===== config.mk =====
export PLATFORM = sky130hd
export DESIGN_NAME = video_compositor
export DESIGN_NICKNAME = d
export VERILOG_FILES = /design/src/rtl/video_compositor.sv
export SDC_FILE = /design/constraint.sdc
export NUM_CORES = 1
export LEC_CHECK = 0
export ABC_AREA = 1
export BUFFER_PORTS_ARGS = -buffer_cell sky130_fd_sc_hd__buf_2
export CAP_MARGIN = 10
export CORE_MARGIN = 2
export CORE_UTILIZATION = 36
export CTS_CLUSTER_SIZE = 8
export DETAILED_ROUTE_END_ITERATION = 10
export PLACE_DENSITY = 0.68
export SLEW_MARGIN = 10
export SYNTH_ARGS = -nofsm -noshare
export SYNTH_HDL_FRONTEND = slang
export SYNTH_SLANG_ARGS = --single-unit
export TNS_END_PERCENT = 5

===== constraint.sdc =====
create_clock -name clk_in -period 2 [get_ports clk_in]
set_clock_uncertainty 0.05 [all_clocks]
set_input_delay 0.4 -clock clk_in [delete_from_list [all_inputs] [get_ports clk_in]]
set_output_delay 0.4 -clock clk_in [all_outputs]
set_load 0.01 [all_outputs]

===== src/rtl/video_compositor.sv =====
// Final RGB888 pixel builder: selects a background mode, then composites prioritised overlay layers.
// Two-stage pipeline; config is shadowed at frame start so changes never tear mid-frame.
module video_compositor #(
  parameter int NUM_OVERLAYS = 4,
  parameter int SIDEBAND_W   = 22,
  parameter int BLINK_PERIOD = 32
) (
  input  logic                      clk_in,
  input  logic                      rst_n_in,
  input  logic                      pixel_valid_in,
  input  logic                      frame_start_in,
  input  logic [SIDEBAND_W-1:0]     sideband_in,
  input  logic [23:0]               camera_pixel_in,
  input  logic [7:0]                sel_channel_in,
  input  logic                      thresholded_pixel_in,
  input  logic [NUM_OVERLAYS-1:0]   overlay_in,
  input  logic [1:0]                bg_mode_in,
  input  logic [23:0]               thresh_color_in,
  input  logic [NUM_OVERLAYS-1:0]   overlay_en_in,
  input  logic [NUM_OVERLAYS-1:0]   overlay_blink_in,
  input  logic [NUM_OVERLAYS-1:0]   overlay_blend_in,
  input  logic [24*NUM_OVERLAYS-1:0] overlay_color_in,
  output logic [23:0]               pixel_out,
  output logic                      pixel_valid_out,
  output logic [SIDEBAND_W-1:0]     sideband_out
);

  localparam int N     = NUM_OVERLAYS;
  localparam int CNT_W = (BLINK_PERIOD > 2) ? $clog2(BLINK_PERIOD) : 1;

  // Handshake: valid-only stream, no ready. pixel_valid_in marks a pixel this cycle;
  // pixel_valid_out qualifies pixel_out exactly 2 cycles later. Data moves every cycle regardless.

  logic [1:0]     sh_mode;
  logic [23:0]    sh_thresh_color;
  logic [N-1:0]   sh_en, sh_blink, sh_blend;
  logic [24*N-1:0] sh_color;
  logic [CNT_W-1:0] blink_cnt;
  logic           on_phase;

  always_ff @(posedge clk_in or negedge rst_n_in) begin
    if (!rst_n_in) begin
      sh_mode         <= '0;
      sh_thresh_color <= '0;
      sh_en           <= '0;
      sh_blink        <= '0;
      sh_blend        <= '0;
      sh_color        <= '0;
      blink_cnt       <= '0;
    end else if (frame_start_in) begin
      sh_mode         <= bg_mode_in;
      sh_thresh_color <= thresh_color_in;
      sh_en           <= overlay_en_in;
      sh_blink        <= overlay_blink_in;
      sh_blend        <= overlay_blend_in;
      sh_color        <= overlay_color_in;
      blink_cnt       <= (blink_cnt == CNT_W'(BLINK_PERIOD - 1)) ? '0 : blink_cnt + CNT_W'(1);
    end
  end

  assign on_phase = (blink_cnt < CNT_W'(BLINK_PERIOD / 2));

  logic [23:0]  bg_d, gray;
  logic [N-1:0] active_d;

  always_comb begin
    gray = {sel_channel_in, sel_channel_in, sel_channel_in};
    bg_d = gray;
    case (sh_mode)
      2'd0: bg_d = camera_pixel_in;
      2'd1: bg_d = thresholded_pixel_in ? sh_thresh_color : gray;
      2'd2: bg_d = thresholded_pixel_in ? sh_thresh_color : 24'h000000;
      default: bg_d = gray;
    endcase
    active_d = overlay_in & sh_en & (~sh_blink | {N{on_phase}});
  end

  // Stage 1 carries the colours and blend bits it was resolved with, so a frame_start
  // landing while this pixel is in flight cannot change how it is finished.
  logic                  s1_valid;
  logic [SIDEBAND_W-1:0] s1_sb;
  logic [23:0]           s1_bg;
  logic [N-1:0]          s1_active, s1_blend;
  logic [24*N-1:0]       s1_color;

  always_ff @(posedge clk_in or negedge rst_n_in) begin
    if (!rst_n_in) begin
      s1_valid  <= 1'b0;
      s1_sb     <= '0;
      s1_bg     <= '0;
      s1_active <= '0;
      s1_blend  <= '0;
      s1_color  <= '0;
    end else begin
      s1_valid  <= pixel_valid_in;
      s1_sb     <= sideband_in;
      s1_bg     <= bg_d;
      s1_active <= active_d;
      s1_blend  <= sh_blend;
      s1_color  <= sh_color;
    end
  end

  function automatic logic [23:0] blend_half(input logic [23:0] a, input logic [23:0] b);
    blend_half[23:16] = {1'b0, a[23:17]} + {1'b0, b[23:17]};
    blend_half[15:8]  = {1'b0, a[15:9]}  + {1'b0, b[15:9]};
    blend_half[7:0]   = {1'b0, a[7:1]}   + {1'b0, b[7:1]};
  endfunction

  logic [23:0] comp_d;

  // Walk from the lowest priority upward so the lowest active index is written last.
  always_comb begin
    comp_d = s1_bg;
    for (int i = N - 1; i >= 0; i--) begin
      if (s1_active[i])
        comp_d = s1_blend[i] ? blend_half(s1_bg, s1_color[24*i +: 24]) : s1_color[24*i +: 24];
    end
  end

  always_ff @(posedge clk_in or negedge rst_n_in) begin
    if (!rst_n_in) begin
      pixel_out       <= '0;
      pixel_valid_out <= 1'b0;
      sideband_out    <= '0;
    end else begin
      pixel_out       <= comp_d;
      pixel_valid_out <= s1_valid;
      sideband_out    <= s1_sb;
    end
  end

endmodule


# After elaboration in Yosys (flattened, before gate mapping)
# Index checks and enable logic that the tools add are counted.
dict set report word_totals {
  input_bits 197
  ff_bits 337
  elab_cells 50
  out_inout_bits 47
}
dict set report op_classes {
  magnitude_cmp 1
  reduce_logical 1
  bitwise_logic 4
  mux 12
  n_eq_ne 3
  n_addsub 13
}
# operator n
set ops {}
lappend ops {{$mux W24} 10}
lappend ops {{$add A7 B7 Y8} 12}
lappend ops {{$pmux W24 S3} 1}
lappend ops {{$and A4 B4 Y4} 2}
lappend ops {{$add A5 B1 Y5 const B} 1}
lappend ops {{$eq A5 B5 Y1 const B} 1}
lappend ops {{$lt A5 B5 Y1 const B} 1}
lappend ops {{$mux W5} 1}
lappend ops {{$not A4 Y4} 1}
lappend ops {{$or A4 B4 Y4} 1}
lappend ops {{$eq A2 B1 Y1 const B} 1}
lappend ops {{$eq A2 B2 Y1 const B} 1}
lappend ops {{$logic_not A2 Y1} 1}

# Longest topological paths before layout
# Gate-level depths: netlist of run 1.
dict set report logic_depth {
  depth_word 6
  depth_mapped 18
  mapped_depth_nobuf 18
}

# Worst setup path before layout of run 1
# No wires, ideal clock.
dict set report synth_timing {
  kind {reg2reg}
  start {register s1_bg[2]}
  end {register pixel_out[6]}
  setup_slack_ns -0.001
  synth_period_minus_slack_ns 2.001
  path_buffers 0
  setup_time_ns 0.121
  path_stages_with_launch 15
  arrival_ns 1.830
  t_required_ns 1.829
  path_cell_list {dfrtp_1 inv_1 fa_1 inv_1 nand3_1 nand2_1 nand3_1 nand2_1 nor2_1 o21ai_0 nand2_1 nand2_1 nand2_1 nand2_1 nand2_1}
}
dict set report synth_between {
  elab_chain_len 6
  word_cells_on_any_way 12
  classes_between {add/sub: 4; mux: 8}
}
# item line_no
set synth_rtl {}
lappend synth_rtl {{from (decl)} 82} ;# logic [23:0] s1_bg;
lappend synth_rtl {{from (signal assigned)} 97} ;# s1_bg <= bg_d;
lappend synth_rtl {{$add A7 B7 Y8} 107} ;# blend_half[7:0] = {1'b0, a[7:1]} + {1'b0, b[7:1]};
lappend synth_rtl {{$mux W24} 117} ;# comp_d = s1_blend[i] ? blend_half(s1_bg, s1_color[24*i +: 24]) : s1_color[24*i +: 24];
lappend synth_rtl {{$mux W24 (3 in series)} 116} ;# if (s1_active[i])
lappend synth_rtl {{$mux W24 (*)} 116}
lappend synth_rtl {{named net comp_d[6]} 110} ;# logic [23:0] comp_d;
lappend synth_rtl {{to (signal assigned)} 127} ;# pixel_out <= comp_d;
lappend synth_rtl {{to (decl)} 23} ;# output logic [23:0] pixel_out,
# Mark *: on every way through the listed nets, which the timed path passes. The rest lies on a longest branch.
# A chain may end at the register's enable or synchronous reset.

# Worst setup path in the final report of run 1
dict set report layout_timing {
  start {register s1_bg[1]}
  end {register pixel_out[1]}
}
# The elaborated chain is that of the path after synthesis.

==> results of run 1 <==
-- power by group through the flow --
stage | Combinational [mW] | Sequential (mW) | Clock, mW
after floorplan | 2.63 | 8.09 | 0
after CTS | 4.84 | 8.21 | 7.41
final | 4.94 | 8.21 | 7.22
after global placement | 4.41 | 8.28 | 0
after global routing | 5.57 | 8.28 | 7.73
after detailed placement | 4.50 | 8.29 | 0
-- layout make-up --
class | instances | area share, %
clock buffer | 53 | 5.715
clock inverter | 3 | 0.2710
inverter | 105 | 1.828
multi-input combinational | 1326 | 32.84
tap | 592 | 3.414
timing repair buffer | 498 | 17.00
sequential | 337 | 38.92
antenna | 1 | 0.01153
-- critical path: stages (launching register included) --
cell,delay [ps]
dfrtp_2,480
buf_6,160
ha_4,150
inv_1,60
fa_2,420
a21oi_1,110
o21ai_0,90
nand3_1,90
nand3_2,100
a32oi_2,210
buf_4,160
-- cells in the mapped netlist (all sizes together) (12+ instances only) --
cell type and instances:
a21oi 99, buf 39, clkbuf 40, dfrtp 337
fa 12, ha 86, inv 105, nand2 750
nand3 76, nor2 78, o2111ai 21, o211ai 29
o21ai 91, xnor2 15, xor2 14
-- per-stage QoR --
stage	instances	hold WS (ps)
finish	2915	23.41
global route	2914	17.49
CTS	2912	5.466
detailed placement	2710	246.1
global placement	2710	242.7
floorplan	1847	54.41
-- logic make-up (layout without fill, tap and decap cells) --
group           count (synthesis)  count (layout)  synth area share [%]
compound gates                274             274                 10.18
xor+xnor                       29              29                 1.587
fa+ha+maj                      98              98                 8.222
buf+inv                       184             659                 4.689
flops                         337             337                 52.68
mux                             1               1               0.06253
other cells                     0               1                     0
simple gates                  924             924                 22.58
-- routing by layer --
layer	vias up	GRT usage (%)	wire [um]	part of all wire [%]
met5	-	0	0	0
met4	0	7.963	1580	3.1
met3	91	2.958	2103	4.2
met2	373	37.77	24450	49
met1	6870	28.62	22040	44
li1	6910	-	-	-
-- worst max path at each step --
stage	startpoint	to	slack [ps]	cells past startpoint
after CTS	s1_bg[17]$_DFF_PN0_	pixel_out[22]$_DFF_PN0_	-70	16
after floorplan	s1_bg[10]$_DFF_PN0_	pixel_out[14]$_DFF_PN0_	6	14
after detailed placement	s1_bg[9]$_DFF_PN0_	pixel_out[10]$_DFF_PN0_	-250	10
after global routing	s1_bg[17]$_DFF_PN0_	pixel_out[22]$_DFF_PN0_	-250	16
after global placement	s1_bg[9]$_DFF_PN0_	pixel_out[10]$_DFF_PN0_	-240	10
final	s1_bg[1]$_DFF_PN0_	pixel_out[1]$_DFF_PN0_	-150	10
-- sequential cells by signal, summed over array words and instances (netlist names) --
| signal | count |
|---|---|
| s1_color | 96 |
| sh_color | 96 |
| pixel_out | 24 |
| s1_bg | 24 |
| sh_thresh_color | 24 |
| s1_sb | 22 |
| sideband_out | 22 |
| blink_cnt | 5 |
| s1_active | 4 |
| s1_blend | 4 |
| sh_blend | 4 |
| sh_blink | 4 |
| sh_en | 4 |
| sh_mode | 2 |
| pixel_valid_out | 1 |
| s1_valid | 1 |
-- what timing repair did --
action / 4_1_cts / 5_1_grt
hold endpoints to repair: 264 / 0
endpoints found under the setup margin: 17 / 21
setup buffers: 1 / 2
hold buffers: 145 / 0
pin swaps: 10 / 8
gates resized for setup: 47 / 31
==> metrics.md, run 1 <==
| Metric | Value |
|---|---|
| Pint | 14.10 mW |
| Num CTS Buffers | 48 |
| Final setup violation count | 13 |
| Die Area | 0.04617 sq mm |
| Fill cells | 4106 |
| Slew @ Worst Pin | 672.7 ps |
| CP endpoint kind | flip-flop |
| Max Cap Viol | 0 |
| Yosys cell types | 40 |
| Placed cell area | 0.01860 sq mm |
| Gate power share | 24.3% |
| PD cells | 939.0 mW/mm^2 |
| Chip Height | 214.9 um |
| Area of the core | 0.04403 sq mm |
| Crit Path Category | reg2reg |
| Setup TNS | -642.9 ps |
| Reg-to-Reg Start | s1_bg[1]$_DFF_PN0_ |
| Synth top area cells | dfrtp_1, nand2_1, ha_1 |
| Post-synth top flop | dfrtp_1 |
| Number of I/O pins | 244 |
| Final core occ | 49.28% |
| ANT nets after route | 0 |
| Seq/Total Area, Yosys | 52.68% |
| Violated checks | negative setup slack |
| Area Growth Syn to Fin | 35.53% |
| Max H-tree Level | 2 |
| Final min period | 2147 ps |
| Iteration-0 DRC count of the detailed router | 1043 |
| DR pass1 iterations | 5 |
| Commonest non-fill, non-tap cells in the layout | nand2_1, dfrtp_1, buf_2 |
| CTS tree | yes |
| Synth async-reset ratio | 100.0% |
| Clock buffer depth | 3 |
| Leak Pwr | 11.11 nW |
| Place WS | -246.7 ps |
| Die Span X | 214.9 um |
| Hpwl dp | 36370 um |
| Root buf cell | clkbuf_16 |
| Cell Rows | 77 |
| Initial antenna violation count | 2 |
| Share of layout cells above drive strength 1 | 21.02% |
| Wirelength, routed | 50170 um |
| Design area | 0.02170 sq mm |
| Via count | 14240 |
| Top cell type by total area after synthesis | dfrtp_1 |
| Hold Path Class | in2reg |
| Reg clk slew, reported paths | 50 ps |
| Synth Register Bits | 337 |
| P_sw | 6.269 mW |
| WP data required | 2460 ps |
| RSZ-0062 raised after global routing | yes |
| Net Count, Synth | 2142 |
| Share of the synthesized area in the top cell type | 52.68% |
| Sequential power share | 40.3% |
| Worst setup margin | -146.8 ps |
| Clock sinks | 337 |
| Synthesis Warnings | 0 |
| Port Buffer Count | 243 |
| Via density | 4.886 |
| Post-synth EDFFs | 0 |
| Status | finished with violations |
| Final Hold Fails | 0 |
| Startpoint Class | flip-flop |
| VDD IR max | 0.7326 mV |
| Synthesized area | 0.01601 sq mm |
| Commonest non-fill, non-tap cell in the layout | nand2_1 |
| GRT Total Usage | 22.06% |
| Crit share post-route | 107.3% |
| Clk Latency, worst-skew pair | 580 ps |
| Wire per inst | 17.21 um |
| Clock network fraction of total power | 35.4% |
| FF-to-FF setup slack | -150 ps |
| CP max FO | 4 |
| Hold Path Cell Cnt | 3 |
| Pin count of the biggest net entering global routing | 69 |
| GRT overflow | 0 |
| Sequential cell area | 0.008444 sq mm |
| Nets@finish | 2611 |
| Slew headroom | 55.10% |
| Vias in the first global route | 14820 |
| Critical Path AT | 2610 ps |
| First-pass GRT wire length | 80220 um |
| Critical register-to-register path endpoint | pixel_out[1]$_DFF_PN0_ |
| Hold Startpoint | overlay_color_in[17] |
| Worst Hold End | sh_color[17]$_DFFE_PN0P_ |
| Starting density of the core | 36.36% |
| RePlAce Congestion | 0.8963 |
| Max Slew Vio Count | 0 |
| Area of the multi-input gates | 0.007126 sq mm |
| Cells on worst reg2reg path | 10 |
| Mapped Avg Cell Area | 8.668 sq um |
| DRC | 0 |
| Total power | 20.37 mW |
| Cell count after synthesis | 1847 |
| Achievable Freq | 465.8 MHz |
| Switch share | 30.77% |
Power figures use the tool's default switching activity.
==> run 2: changes to the inputs <==
--- a/config.mk
+++ b/config.mk
@@ -6,13 +6,13 @@
 export NUM_CORES = 1
 export LEC_CHECK = 0
 export ABC_AREA = 1
-export BUFFER_PORTS_ARGS = -buffer_cell sky130_fd_sc_hd__buf_2
+export BUFFER_PORTS_ARGS = -buffer_cell sky130_fd_sc_hd__buf_4
 export CAP_MARGIN = 10
 export CORE_MARGIN = 2
-export CORE_UTILIZATION = 36
+export CORE_UTILIZATION = 35
 export CTS_CLUSTER_SIZE = 8
 export DETAILED_ROUTE_END_ITERATION = 10
-export PLACE_DENSITY = 0.68
+export PLACE_DENSITY = 0.66
 export SLEW_MARGIN = 10
 export SYNTH_ARGS = -nofsm -noshare
 export SYNTH_HDL_FRONTEND = slang
==> run 2 against run 1 <==
Against the previous run: the run still ends with negative setup slack left; setup slack gained 34 ps; global-route usage is 0.38 points lower; sequential power hardly changed; largest cell class unchanged; fmax rose by 1.6%; first-iteration DRC count decreased by 15%; largest power group unchanged.
==> metrics.md, run 2 (synthesized netlist as in run 1, its figures left out) <==
| Metric | Value |
|---|---|
| First-pass GRT wire length | 79590 um (was 80220 um) |
| ANT nets after route | 0 (unchanged) |
| Port Buffer Count | 243 (unchanged) |
| Share of layout cells above drive strength 1 | 20.52% (was 21.02%) |
| VDD IR max | 0.5773 mV (was 0.7326 mV) |
| Die Area | 0.04747 sq mm (was 0.04617 sq mm) |
| Cell Rows | 78 (was 77) |
| Slew headroom | 64.22% (was 55.10%) |
| Vias in the first global route | 14360 (was 14820) |
| Hold Path Cell Cnt | 3 (unchanged) |
| Slew @ Worst Pin | 536.2 ps (was 672.7 ps) |
| Wire per inst | 17.42 um (was 17.21 um) |
| Worst Hold End | sh_color[34]$_DFFE_PN0P_ (was sh_color[17]$_DFFE_PN0P_) |
| Number of I/O pins | 244 (unchanged) |
| GRT overflow | 0 (unchanged) |
| WP data required | 2410 ps (was 2460 ps) |
| Crit share post-route | 105.7% (was 107.3%) |
| Fill cells | 4235 (was 4106) |
| CP max FO | 5 (was 4) |
| Max Cap Viol | 0 (unchanged) |
| Sequential cell area | 0.008446 sq mm (was 0.008444 sq mm) |
| RSZ-0062 raised after global routing | yes (unchanged) |
| Num CTS Buffers | 48 (unchanged) |
| CP endpoint kind | flip-flop (unchanged) |
| Clock buffer depth | 3 (unchanged) |
| Reg clk slew, reported paths | 60 ps (was 50 ps) |
| Final min period | 2113 ps (was 2147 ps) |
| Nets@finish | 2613 (was 2611) |
| Place WS | -331.9 ps (was -246.7 ps) |
| Max H-tree Level | 2 (unchanged) |
| Iteration-0 DRC count of the detailed router | 887 (was 1043) |
| GRT Total Usage | 21.68% (was 22.06%) |
| Clk Latency, worst-skew pair | 580 ps (about the same) |
| Chip Height | 217.9 um (was 214.9 um) |
| Critical Path AT | 2520 ps (was 2610 ps) |
| Area Growth Syn to Fin | 39.20% (was 35.53%) |
| RePlAce Congestion | 0.9173 (was 0.8963) |
| Critical register-to-register path endpoint | pixel_out[6]$_DFF_PN0_ (was pixel_out[1]$_DFF_PN0_) |
| Via count | 14160 (was 14240) |
| Final Hold Fails | 0 (unchanged) |
| Worst setup margin | -113.2 ps (was -146.8 ps) |
| Reg-to-Reg Start | s1_bg[1]$_DFF_PN0_ (unchanged) |
| Biggest registers after layout | s1_color: 96 flops, sh_color: 96 flops (unchanged) |
| Wirelength, routed | 50960 um (was 50170 um) |
| Hold Path Class | in2reg (unchanged) |
| Hpwl dp | 36960 um (was 36370 um) |
| Root buf cell | clkbuf_16 (unchanged) |
| CTS tree | yes (unchanged) |
| Status | finished with violations (unchanged) |
| DR pass1 iterations | 5 (unchanged) |
| Starting density of the core | 35.35% (was 36.36%) |
| PD cells | 921.3 mW/mm^2 (was 939.0 mW/mm^2) |
| Area of the multi-input gates | 0.007043 sq mm (was 0.007126 sq mm) |
| Die Span X | 217.9 um (was 214.9 um) |
| Hold Slack | 19.12 ps (was 23.41 ps) |
| Initial antenna violation count | 0 (was 2) |
| Crit Path Category | reg2reg (unchanged) |
| Area of the core | 0.04528 sq mm (was 0.04403 sq mm) |
| Commonest non-fill, non-tap cell in the layout | nand2_1 (unchanged) |
| Final setup violation count | 9 (was 13) |
| Achievable Freq | 473.2 MHz (was 465.8 MHz) |
| Leak Pwr | 11.30 nW (was 11.11 nW) |
| DRC | 0 (unchanged) |
| Violated checks | negative setup slack (unchanged) |
| Pin count of the biggest net entering global routing | 75 (was 69) |
| Cells on worst reg2reg path | 11 (was 10) |
| Max Slew Vio Count | 0 (unchanged) |
| Startpoint Class | flip-flop (unchanged) |
| Hold Startpoint | overlay_color_in[34] (was overlay_color_in[17]) |
| Commonest non-fill, non-tap cells in the layout | nand2_1, dfrtp_1, buf_4 (was nand2_1, dfrtp_1, buf_2) |
| FF-to-FF setup slack | -110 ps (was -150 ps) |
| Clock sinks | 337 (unchanged) |
| Via density | 4.842 (was 4.886) |
## run 2: changes by cell type in the layout (fill, tap and decap cells not counted), moves of 7 or more
cell,change
o21ai_1,+7
dlygate4sd3_1,+9
o21ai_0,-7
buf_4,+232
buf_2,-241
## run 2: layout make-up
type,instances,area share (%)
antenna,1,0.01123
clock buffer,52,5.502
clock inverter,4,0.3369
inverter,105,1.780
multi-input combinational,1326,31.60
sequential,337,37.90
tap,600,3.369
timing repair buffer,500,19.50
## run 2: report_power, final
part	switching [mW]	total (mW)	internal (mW)
Sequential	0.632	8.21	7.57
Combinational	2.75	5.12	2.37
Clock	2.90	7.21	4.31
## run 2: how the worst max path moves through the flow
| stage | start | to | slack (ps) | cells after the start |
|---|---|---|---|---|
| CTS | s1_bg[9]$_DFF_PN0_ | pixel_out[12]$_DFF_PN0_ | -130 | 13 |
| detailed placement | s1_bg[9]$_DFF_PN0_ | pixel_out[10]$_DFF_PN0_ | -330 | 10 |
| global route | s1_bg[9]$_DFF_PN0_ | pixel_out[12]$_DFF_PN0_ | -230 | 13 |
| finish | s1_bg[1]$_DFF_PN0_ | pixel_out[6]$_DFF_PN0_ | -110 | 11 |
| global placement | s1_bg[9]$_DFF_PN0_ | pixel_out[10]$_DFF_PN0_ | -290 | 10 |
| floorplan | s1_bg[10]$_DFF_PN0_ | pixel_out[14]$_DFF_PN0_ | 6 | 14 |
## run 2: what timing repair did
action | in CTS | in global routing
pin swaps | 8 | 8
resized for setup | 38 | 41
setup buffers | 0 | 1
setup endpoints to repair | 21 | 21
hold buffers | 154 | 0
endpoints found under the hold margin | 190 | 0
## run 2: worst max-delay path: stages, from the launching register on
cell and delay (ps):
dfrtp_2 480, ha_2 230, fa_1 380, nand3_1 120
nand2_1 60, nand2_1 70, nand2_1 70, a21oi_2 130
xor2_1 150, nand2_1 60, o211ai_1 120, nand2_1 80
## run 2: metal layers
| layer | track usage (%) | routed length [um] |
|---|---|---|
| met1 | 28.27 | 22200 |
| met2 | 36.02 | 24420 |
| met3 | 3.319 | 2522 |
| met4 | 9.025 | 1827 |
| met5 | 0 | 0 |
## run 2: stage by stage
step                power, mW  instance area (sq um)  util (%)  cells  TNS (ps)
detailed placement      13.00                  19190     42.38   2713     -2507
CTS                     20.65                  22160     48.93   2923    -977.5
global placement        12.90                  19190     42.38   2713     -2158
floorplan               10.72                  16010         -   1847         0
finish                  20.53                  22290     49.21   2925    -675.2
global route            21.70                  22280     49.21   2924     -2718
